<file path="src/rtl/commit_flush_ctrl_pkg.sv">
// Shared types for the commit flush controller: FSM states, abort kinds and target selection.
package commit_flush_ctrl_pkg;

    localparam int unsigned PcW = 64;

    typedef enum logic [1:0] {
        StIdle  = 2'd0,
        StFlush = 2'd1,
        StDrain = 2'd2,
        StRedir = 2'd3
    } state_e;

    typedef enum logic [1:0] {
        KindMispredict = 2'd0,
        KindTrap       = 2'd1,
        KindXRet       = 2'd2
    } abort_kind_e;

    // Trap outranks xRet, which outranks a plain mispredict.
    function automatic abort_kind_e abort_kind(input logic is_trap, input logic is_xret);
        if (is_trap) begin
            return KindTrap;
        end else if (is_xret) begin
            return KindXRet;
        end
        return KindMispredict;
    endfunction

    function automatic logic kind_writes_csr(input abort_kind_e kind);
        return (kind == KindTrap) || (kind == KindXRet);
    endfunction

endpackage

</file>
<file path="src/rtl/commit_flush_ctrl_if.sv">
// Abort/recovery handshake between commit, LSU, pc-generate and the flush controller.
interface commit_flush_ctrl_if;
    import commit_flush_ctrl_pkg::*;

    logic           commit_abort;
    logic           isTrap;
    logic           isXRet;
    logic [PcW-1:0] privileged_pc;
    logic [PcW-1:0] bru_target_pc;
    logic           lsu_busy;
    logic           redirect_ready;
    logic           commit_hold;
    logic           flush;
    logic           csr_except_we;
    logic           redirect_valid;
    logic [PcW-1:0] redirect_pc;
    logic           drain_timeout;

    modport master (
        output commit_abort, isTrap, isXRet, privileged_pc, bru_target_pc, lsu_busy,
               redirect_ready,
        input  commit_hold, flush, csr_except_we, redirect_valid, redirect_pc, drain_timeout
    );

    modport slave (
        input  commit_abort, isTrap, isXRet, privileged_pc, bru_target_pc, lsu_busy,
               redirect_ready,
        output commit_hold, flush, csr_except_we, redirect_valid, redirect_pc, drain_timeout
    );

endinterface

</file>
<file path="src/rtl/commit_flush_ctrl_flush_wdt.sv">
// Drain watchdog: counts DRAIN cycles and forces an exit when the LSU never goes idle.
module commit_flush_ctrl_flush_wdt #(
    parameter int unsigned DRAIN_TIMEOUT = 1024,
    parameter int unsigned CNT_W         = 10
) (
    input  logic i_clk,
    input  logic i_rst_n,
    input  logic i_clr,
    input  logic i_en,
    input  logic i_busy,
    output logic o_expire,
    output logic o_flag
);

    localparam logic [CNT_W-1:0] LastCnt = CNT_W'(DRAIN_TIMEOUT - 1);

    logic [CNT_W-1:0] r_cnt;
    logic             r_flag;
    logic             w_expire;

    assign w_expire = i_en && i_busy && (r_cnt == LastCnt);

    always_ff @(posedge i_clk or negedge i_rst_n) begin
        if (!i_rst_n) begin
            r_cnt  <= '0;
            r_flag <= 1'b0;
        end else begin
            if (i_clr) begin
                r_cnt <= '0;
            end else if (i_en) begin
                r_cnt <= r_cnt + 1'b1;
            end
            if (w_expire) begin
                r_flag <= 1'b1;
            end
        end
    end

    assign o_expire = w_expire;
    assign o_flag   = r_flag;

endmodule

</file>
<file path="src/rtl/commit_flush_ctrl.sv">
// Commit-abort recovery sequencer: flush, drain the LSU, then redirect pc-generate.
// Optional drain watchdog enabled by defining FLUSH_WDT_EN.
module commit_flush_ctrl
    import commit_flush_ctrl_pkg::*;
#(
    parameter int unsigned DRAIN_TIMEOUT = 1024,
    parameter int unsigned CNT_W         = 10
) (
    input logic               CLK,
    input logic               RSTn,
    commit_flush_ctrl_if.slave bus
);

    if ((64'd1 << CNT_W) < 64'(DRAIN_TIMEOUT)) begin : g_cnt_w_check
        $error("CNT_W too narrow for DRAIN_TIMEOUT");
    end

    state_e         r_state;
    state_e         w_state_d;
    abort_kind_e    r_kind;
    logic [PcW-1:0] r_pc;
    abort_kind_e    w_kind;
    logic [PcW-1:0] w_target;
    logic           w_flush;
    logic           w_csr_we;
    logic           w_redir_valid;
    logic           w_wdt_expire;
    logic           w_wdt_flag;

    assign w_kind   = abort_kind(bus.isTrap, bus.isXRet);
    assign w_target = (w_kind == KindMispredict) ? bus.bru_target_pc : bus.privileged_pc;

    always_ff @(posedge CLK or negedge RSTn) begin
        if (!RSTn) begin
            r_state <= StIdle;
            r_kind  <= KindMispredict;
            r_pc    <= '0;
        end else begin
            r_state <= w_state_d;
            if (r_state == StIdle && bus.commit_abort) begin
                r_kind <= w_kind;
                r_pc   <= w_target;
            end
        end
    end

    always_comb begin
        w_state_d     = r_state;
        w_flush       = 1'b0;
        w_csr_we      = 1'b0;
        w_redir_valid = 1'b0;
        unique case (r_state)
            StIdle: begin
                if (bus.commit_abort) w_state_d = StFlush;
            end
            StFlush: begin
                w_flush   = 1'b1;
                w_csr_we  = kind_writes_csr(r_kind);
                w_state_d = StDrain;
            end
            StDrain: begin
                // Committed stores survive the flush and must retire before fetch restarts.
                if (!bus.lsu_busy || w_wdt_expire) w_state_d = StRedir;
            end
            StRedir: begin
                w_redir_valid = 1'b1;
                if (bus.redirect_ready) w_state_d = StIdle;
            end
            default: w_state_d = StIdle;
        endcase
    end

`ifdef FLUSH_WDT_EN
    commit_flush_ctrl_flush_wdt #(
        .DRAIN_TIMEOUT (DRAIN_TIMEOUT),
        .CNT_W         (CNT_W)
    ) u_flush_wdt (
        .i_clk    (CLK),
        .i_rst_n  (RSTn),
        .i_clr    (r_state == StFlush),
        .i_en     (r_state == StDrain),
        .i_busy   (bus.lsu_busy),
        .o_expire (w_wdt_expire),
        .o_flag   (w_wdt_flag)
    );
`else
    assign w_wdt_expire = 1'b0;
    assign w_wdt_flag   = 1'b0;
`endif

    assign bus.commit_hold    = (r_state != StIdle);
    assign bus.flush          = w_flush;
    assign bus.csr_except_we  = w_csr_we;
    assign bus.redirect_valid = w_redir_valid;
    assign bus.redirect_pc    = r_pc;
    assign bus.drain_timeout  = w_wdt_flag;

endmodule

</file>
<file path="src/flat_wrapper.sv">
// flat-port wrapper written by rule: the top's interface ports become plain ports
module commit_flush_ctrl_flat import commit_flush_ctrl_pkg::*;
#(
    parameter int unsigned DRAIN_TIMEOUT = 1024,
    parameter int unsigned CNT_W         = 10
)
  (CLK, RSTn, bus_commit_abort, bus_isTrap, bus_isXRet, bus_privileged_pc, bus_bru_target_pc, bus_lsu_busy, bus_redirect_ready, bus_commit_hold, bus_flush, bus_csr_except_we, bus_redirect_valid, bus_redirect_pc, bus_drain_timeout);
  commit_flush_ctrl_if bus_i ();
  input logic CLK;
  input logic RSTn;
  input wire logic [$bits(bus_i.commit_abort)-1:0] bus_commit_abort;
  input wire logic [$bits(bus_i.isTrap)-1:0] bus_isTrap;
  input wire logic [$bits(bus_i.isXRet)-1:0] bus_isXRet;
  input wire logic [$bits(bus_i.privileged_pc)-1:0] bus_privileged_pc;
  input wire logic [$bits(bus_i.bru_target_pc)-1:0] bus_bru_target_pc;
  input wire logic [$bits(bus_i.lsu_busy)-1:0] bus_lsu_busy;
  input wire logic [$bits(bus_i.redirect_ready)-1:0] bus_redirect_ready;
  output wire logic [$bits(bus_i.commit_hold)-1:0] bus_commit_hold;
  output wire logic [$bits(bus_i.flush)-1:0] bus_flush;
  output wire logic [$bits(bus_i.csr_except_we)-1:0] bus_csr_except_we;
  output wire logic [$bits(bus_i.redirect_valid)-1:0] bus_redirect_valid;
  output wire logic [$bits(bus_i.redirect_pc)-1:0] bus_redirect_pc;
  output wire logic [$bits(bus_i.drain_timeout)-1:0] bus_drain_timeout;
  assign bus_i.commit_abort = bus_commit_abort;
  assign bus_i.isTrap = bus_isTrap;
  assign bus_i.isXRet = bus_isXRet;
  assign bus_i.privileged_pc = bus_privileged_pc;
  assign bus_i.bru_target_pc = bus_bru_target_pc;
  assign bus_i.lsu_busy = bus_lsu_busy;
  assign bus_i.redirect_ready = bus_redirect_ready;
  assign bus_commit_hold = bus_i.commit_hold;
  assign bus_flush = bus_i.flush;
  assign bus_csr_except_we = bus_i.csr_except_we;
  assign bus_redirect_valid = bus_i.redirect_valid;
  assign bus_redirect_pc = bus_i.redirect_pc;
  assign bus_drain_timeout = bus_i.drain_timeout;
  commit_flush_ctrl #(.DRAIN_TIMEOUT(DRAIN_TIMEOUT), .CNT_W(CNT_W)) u_core (.CLK(CLK), .RSTn(RSTn), .bus(bus_i));
endmodule
</file>
<file path="config.mk">
export PLATFORM = sky130hd
export DESIGN_NAME = commit_flush_ctrl_flat
export DESIGN_NICKNAME = d
export VERILOG_FILES = /design/src/rtl/commit_flush_ctrl_pkg.sv /design/src/rtl/commit_flush_ctrl_if.sv /design/src/rtl/commit_flush_ctrl_flush_wdt.sv /design/src/rtl/commit_flush_ctrl.sv /design/src/flat_wrapper.sv
export SDC_FILE = /design/constraint.sdc
export NUM_CORES = 1
export LEC_CHECK = 0
export BUFFER_PORTS_ARGS = -buffer_cell sky130_fd_sc_hd__buf_2
export CAP_MARGIN = 20
export CORE_UTILIZATION = 39
export DETAILED_ROUTE_END_ITERATION = 8
export GPL_TIMING_DRIVEN = 0
export PLACE_DENSITY_LB_ADDON = 0.15
export REMOVE_ABC_BUFFERS = 1
export SYNTH_ARGS = -nofsm -noshare
export SYNTH_HDL_FRONTEND = slang
export SYNTH_SLANG_ARGS = --single-unit
</file>
<file path="constraint.sdc">
create_clock -name CLK -period 1.4 [get_ports CLK]
set_input_delay 0.07 -clock CLK [delete_from_list [all_inputs] [get_ports CLK]]
set_output_delay 0.07 -clock CLK [all_outputs]
set_load 0.02 [all_outputs]
</file>
# == Word-level counts from Yosys, hierarchy flattened ==
# Cells that the tools add are included.
# op_classes
eq_ne,8
n_mux,13
reduce_logical,6
# op_table
op,n
$mux W64,1
$mux W2,6
$pmux W2 S4,1
$eq A2 B2 Y1 const B,3
$ne A2 B2 Y1 const B,3
$mux W1,5
$eq A2 B1 Y1 const B,2
$logic_not A2 Y1,2
$reduce_and A3 Y1,1
$reduce_bool A2 Y1,1
$logic_and A1 B1 Y1,1
$logic_or A1 B1 Y1,1
# totals
register_bits,68
input_bits,135
out_inout_bits,69

# == Logic depth before layout (Yosys ltp) ==
# depth
word_depth,5
mapped_depth,8

# == Worst setup path before layout ==
# Ideal clock, no wire load.
# synth_timing
path_type,register -> register
from,register u_core.r_state[0]
to,register u_core.r_state[1]
setup_ns,0.125
arrival_time_ns,1.465
required_time_ns,1.275
slack_ns,-0.189
stages_incl_launch_ff,5
n_path_buf,0
synth_period_minus_slack_ns,1.589
cell_sequence,dfrtp_1 ha_1 nor2b_1 a221oi_1 mux2_2
# synth_via
elab_chain_len,3
word_cells_on_any_way,9
classes_between,6 x eq/ne; 1 x mux; 2 x reduce/logical
# synth_rtl
item,line,source
"start, declared",commit_flush_ctrl.sv:18,state_e r_state;
"start signal, assigned",commit_flush_ctrl.sv:35,r_state <= StIdle;
"start signal, assigned",commit_flush_ctrl.sv:39,r_state <= w_state_d;
$eq A2 B2 Y1 or $logic_not A2 Y1 (tied branches),commit_flush_ctrl.sv:52,unique case (r_state)
$ne A2 B2 Y1 (no line),-,
$reduce_and A3 Y1 (no line),-,
# Several ways; a longest one is shown, not always the timed one.
# A chain may end at the register's enable or synchronous reset.

# == Worst setup path after layout ==
# layout_timing
from,register u_core.r_state[1]
to,"register u_core.r_pc[56], in the netlist u_core.bus.redirect_pc[56]"
# layout_via
elab_chain_len,2
# layout_rtl
item,line,source
$logic_not A2 Y1,commit_flush_ctrl.sv:40,if (r_state == StIdle && bus.commit_abort) begin
$logic_and A1 B1 Y1,commit_flush_ctrl.sv:40,
"end signal, assigned",commit_flush_ctrl.sv:42,r_pc <= w_target;
"end, declared",commit_flush_ctrl.sv:21,logic [PcW-1:0] r_pc;
# No other way between the ends.

==> impl_results.md <==
* Status: finished with violations
* Failing checks: setup timing
* CP endpoint kind: flop
* Kind of critical path: flop to flop
* Met1 GRT Util at 25.35%
* Drt wl/cell at 14.48 um
* CP Data Required Time at 1650 ps
* Die X at 93.98 um
* CTS buffer count at 9
* GRT overflow at 0
* Peak VDD IR at 0.8744 mV
* Syn-to-layout area delta at 49.72%
* Violation count after the first detailed-route iteration at 52
* Mapped Avg Cell Area at 10.89 um2
* Std-Cell Rows at 33
* Synthesized area at 0.003299 mm2
* Clock Root Buffer: clkbuf_8
* Synthesized instance count at 303
* Post-Place Worst Slack at -729.9 ps
* Final period util at 103.7%
* Max Buffers Root-to-Sink at 2
* Starting Density at 40.16%
* Die ar. at 0.008832 mm2
* Slew HR at 43.14%
* Endpoints failing setup at 13
* Non-Filler Instances at 624
* Antenna Nets Post-Route at 0
* Skew-Pair Late Insertion Delay at 330 ps
* GP Congestion at 0.6794
* H-tree depth at 3
* Final core utilization at 60.12%
* LEAKAGE at 0.002347 uW
* Final Max Tran Viols at 0
* Placed inst area at 0.004313 mm2
* RSZ-0062 raised after global routing: true
* DPL Wire Length at 5.540 mm
* CTS Sinks at 68
* Final hold vios at 0
* Seq cells post-synth at 68
* Vias per cell at 4.758
* Multi-input gate area at 0.001562 mm2
* First-pass GRT wire length at 13.46 mm
* CTS tree: built
* Hold WC Path Type: primary input to flop
* Vias in the first global route at 2830
* Crit path launch type: flop
* Filler instances at 737
* Design Area, Final at 0.004940 mm2
* Largest net degree at the start of global routing at 69
* Total Wirelength at 9.036 mm
* Reg clk slew, reported paths at 70 ps
* Post-Route Skew at 9.230 ps
* Fmax at 0.6889 GHz
* DR DRC count at 0
* Fin crit period at 1452 ps
* Power per Cell Area at 2115 mW/mm2
* I/O pins at 204
* Distinct cell type count after synthesis at 21
* Register area share after synthesis at 51.57%
* Pre-Repair DR Iteration Count at 4
* DR vias at 2969
* Port Buffer Count at 202
* Slew of the pin with the lowest slew margin at 852.9 ps
* Ant. Diodes at 0
* CP Max Fanout at 8
* Crit path DAT at 1700 ps
* Layout cells sized above 1 at 54.14%
* YS warnings at 0
* Busiest grt layer: met2
* Max-cap violation count at 0
* Initial antenna violation count at 0
* Core box area at 0.008217 mm2
* Post-Place Cells at 590
* Setup ws final at -51.53 ps
* Height of the die at 93.98 um
* Register Area at 0.001702 mm2
* Met3 Use GR at 4.531%
* Fin nets at 653
* Met2 usage at 33.39%
* Tot GR Track Use at 20.05%
==> Yosys cell counts <==
library cell	n	area (um2)
dfrtp_1	68	1702
mux2i_1	64	640.6
nor2_1	64	240.2
a21oi_1	53	265.3
a21oi_2	11	96.34
buf_2	7	35.03
buf_4	6	45.04
buf_8	6	90.09
inv_1	5	18.77
ha_1	4	50.05
clkbuf_1	3	11.26
and2_1	2	12.51
mux2_2	2	22.52
a221oi_1	1	8.760
conb_1	1	3.750
nand3b_1	1	7.510
nor2_8	1	20.02
nor2b_1	1	6.260
o21ai_0	1	5.000
o32a_1	1	10.01
xor2_1	1	8.760
==> state kept, by name (all words and copies together), names as in the netlist <==
| signal | cells |
|---|---|
| u_core.bus.redirect_pc | 64 |
| u_core.r_kind | 2 |
| u_core.r_state | 2 |
==> worst max-delay path, stage by stage (launching register included) <==
cell       delay, ps
dfrtp_1          420
inv_2             90
ha_4             160
and2_4           220
buf_16           140
clkbuf_16        170
nor2_2            40
a21oi_2          130
==> metrics by stage <==
stage	power [uW]	hold WS (ps)	TNS [ps]
6_report	10450	29.34	-234.0
2_1_floorplan	6261	-225.6	-133410
3_5_place_dp	7834	237.7	-24620
5_1_grt	11180	23.68	-3387
4_1_cts	10110	10.55	-646.1
3_3_place_gp	7612	366.8	-192530
==> report_power, final <==
part / total [uW] / switching, uW / internal (uW)
clock: 1610 / 743 / 867
sequential: 3480 / 543 / 2930
combinational: 5360 / 3120 / 2240
==> cell usage in the layout, fill, tap and decap left out <==
| cell type | Yosys | layout |
|---|---|---|
| buf_2 | 7 | 200 |
| dfrtp_1 | 68 | 68 |
| mux2i_1 | 64 | 64 |
| nor2_1 | 64 | 52 |
| a21oi_1 | 53 | 43 |
| a21oi_2 | 11 | 21 |
| clkbuf_8 | 0 | 10 |
| nor2_2 | 0 | 8 |
| buf_4 | 6 | 5 |
| and2_4 | 0 | 4 |
| nor2_4 | 0 | 4 |
| clkbuf_16 | 0 | 4 |
| inv_2 | 0 | 3 |
| buf_16 | 0 | 3 |
| buf_12 | 0 | 3 |
| buf_6 | 0 | 3 |
| mux2_4 | 0 | 2 |
| inv_1 | 5 | 2 |
| ha_1 | 4 | 2 |
| clkinv_2 | 0 | 2 |
| clkinvlp_4 | 0 | 2 |
| xor2_1 | 1 | 1 |
| and2_1 | 2 | 1 |
| nor2_8 | 1 | 1 |
| nor2b_4 | 0 | 1 |
| a221oi_4 | 0 | 1 |
| o32a_1 | 1 | 1 |
| nand3b_1 | 1 | 1 |
| o21ai_1 | 0 | 1 |
| ha_4 | 0 | 1 |
| ha_2 | 0 | 1 |
| conb_1 | 1 | 1 |
| bufinv_16 | 0 | 1 |
| clkinv_4 | 0 | 1 |
| dlygate4sd3_1 | 0 | 1 |
==> kinds of logic after synthesis <==
logic type      Yosys count  share of synthesized area [%]
mux                      66                          20.10
flops                    68                          51.57
fa+ha+maj                 4                          1.517
other cells               1                         0.1137
simple gates             69                          8.684
xor+xnor                  1                         0.2655
buf+inv                  27                          6.067
compound gates           67                          11.68
==> layout make-up <==
type | instances | area share (%)
clock buffer | 10 | 2.786
clock inverter | 6 | 1.292
inverter | 5 | 0.3799
multi-input combinational | 211 | 31.61
sequential | 68 | 34.45
tap | 105 | 2.660
timing repair buffer | 219 | 26.82
==> worst paths after layout <==
path | startpoint | end | slack (ps) | cells after the start
worst max-delay path | u_core.r_state[1]$_DFFE_PN0P_ | u_core.bus.redirect_pc[56]$_DFFE_PN0P_ | -50 | 7
worst min-delay path | bus_privileged_pc[13] | u_core.bus.redirect_pc[13]$_DFFE_PN0P_ | 30 | 3
worst max register to register | u_core.r_state[1]$_DFFE_PN0P_ | u_core.bus.redirect_pc[56]$_DFFE_PN0P_ | -50 | 7
worst min register to register | u_core.bus.redirect_pc[3]$_DFFE_PN0P_ | u_core.bus.redirect_pc[3]$_DFFE_PN0P_ | 520 | 2
max in group asynchronous | RSTn | u_core.bus.redirect_pc[59]$_DFFE_PN0P_ | 460 | 2
min in group asynchronous | RSTn | u_core.bus.redirect_pc[12]$_DFFE_PN0P_ | 370 | 2
==> per-layer routing <==
metal | part of all wire [%] | wire length [um]
met1 | 43 | 3914
met2 | 49 | 4395
met3 | 6.7 | 603
met4 | 1.4 | 123
met5 | 0 | 0
==> repair_timing <==
action,CTS,global route
pin swaps,3,3
gates cloned,6,4
hold buffers,1,0
endpoints found under the hold margin,68,0
endpoints found under the setup margin,67,66
buffers inserted,6,2
gates resized for setup,25,24
(Power assumes the default switching activity.)
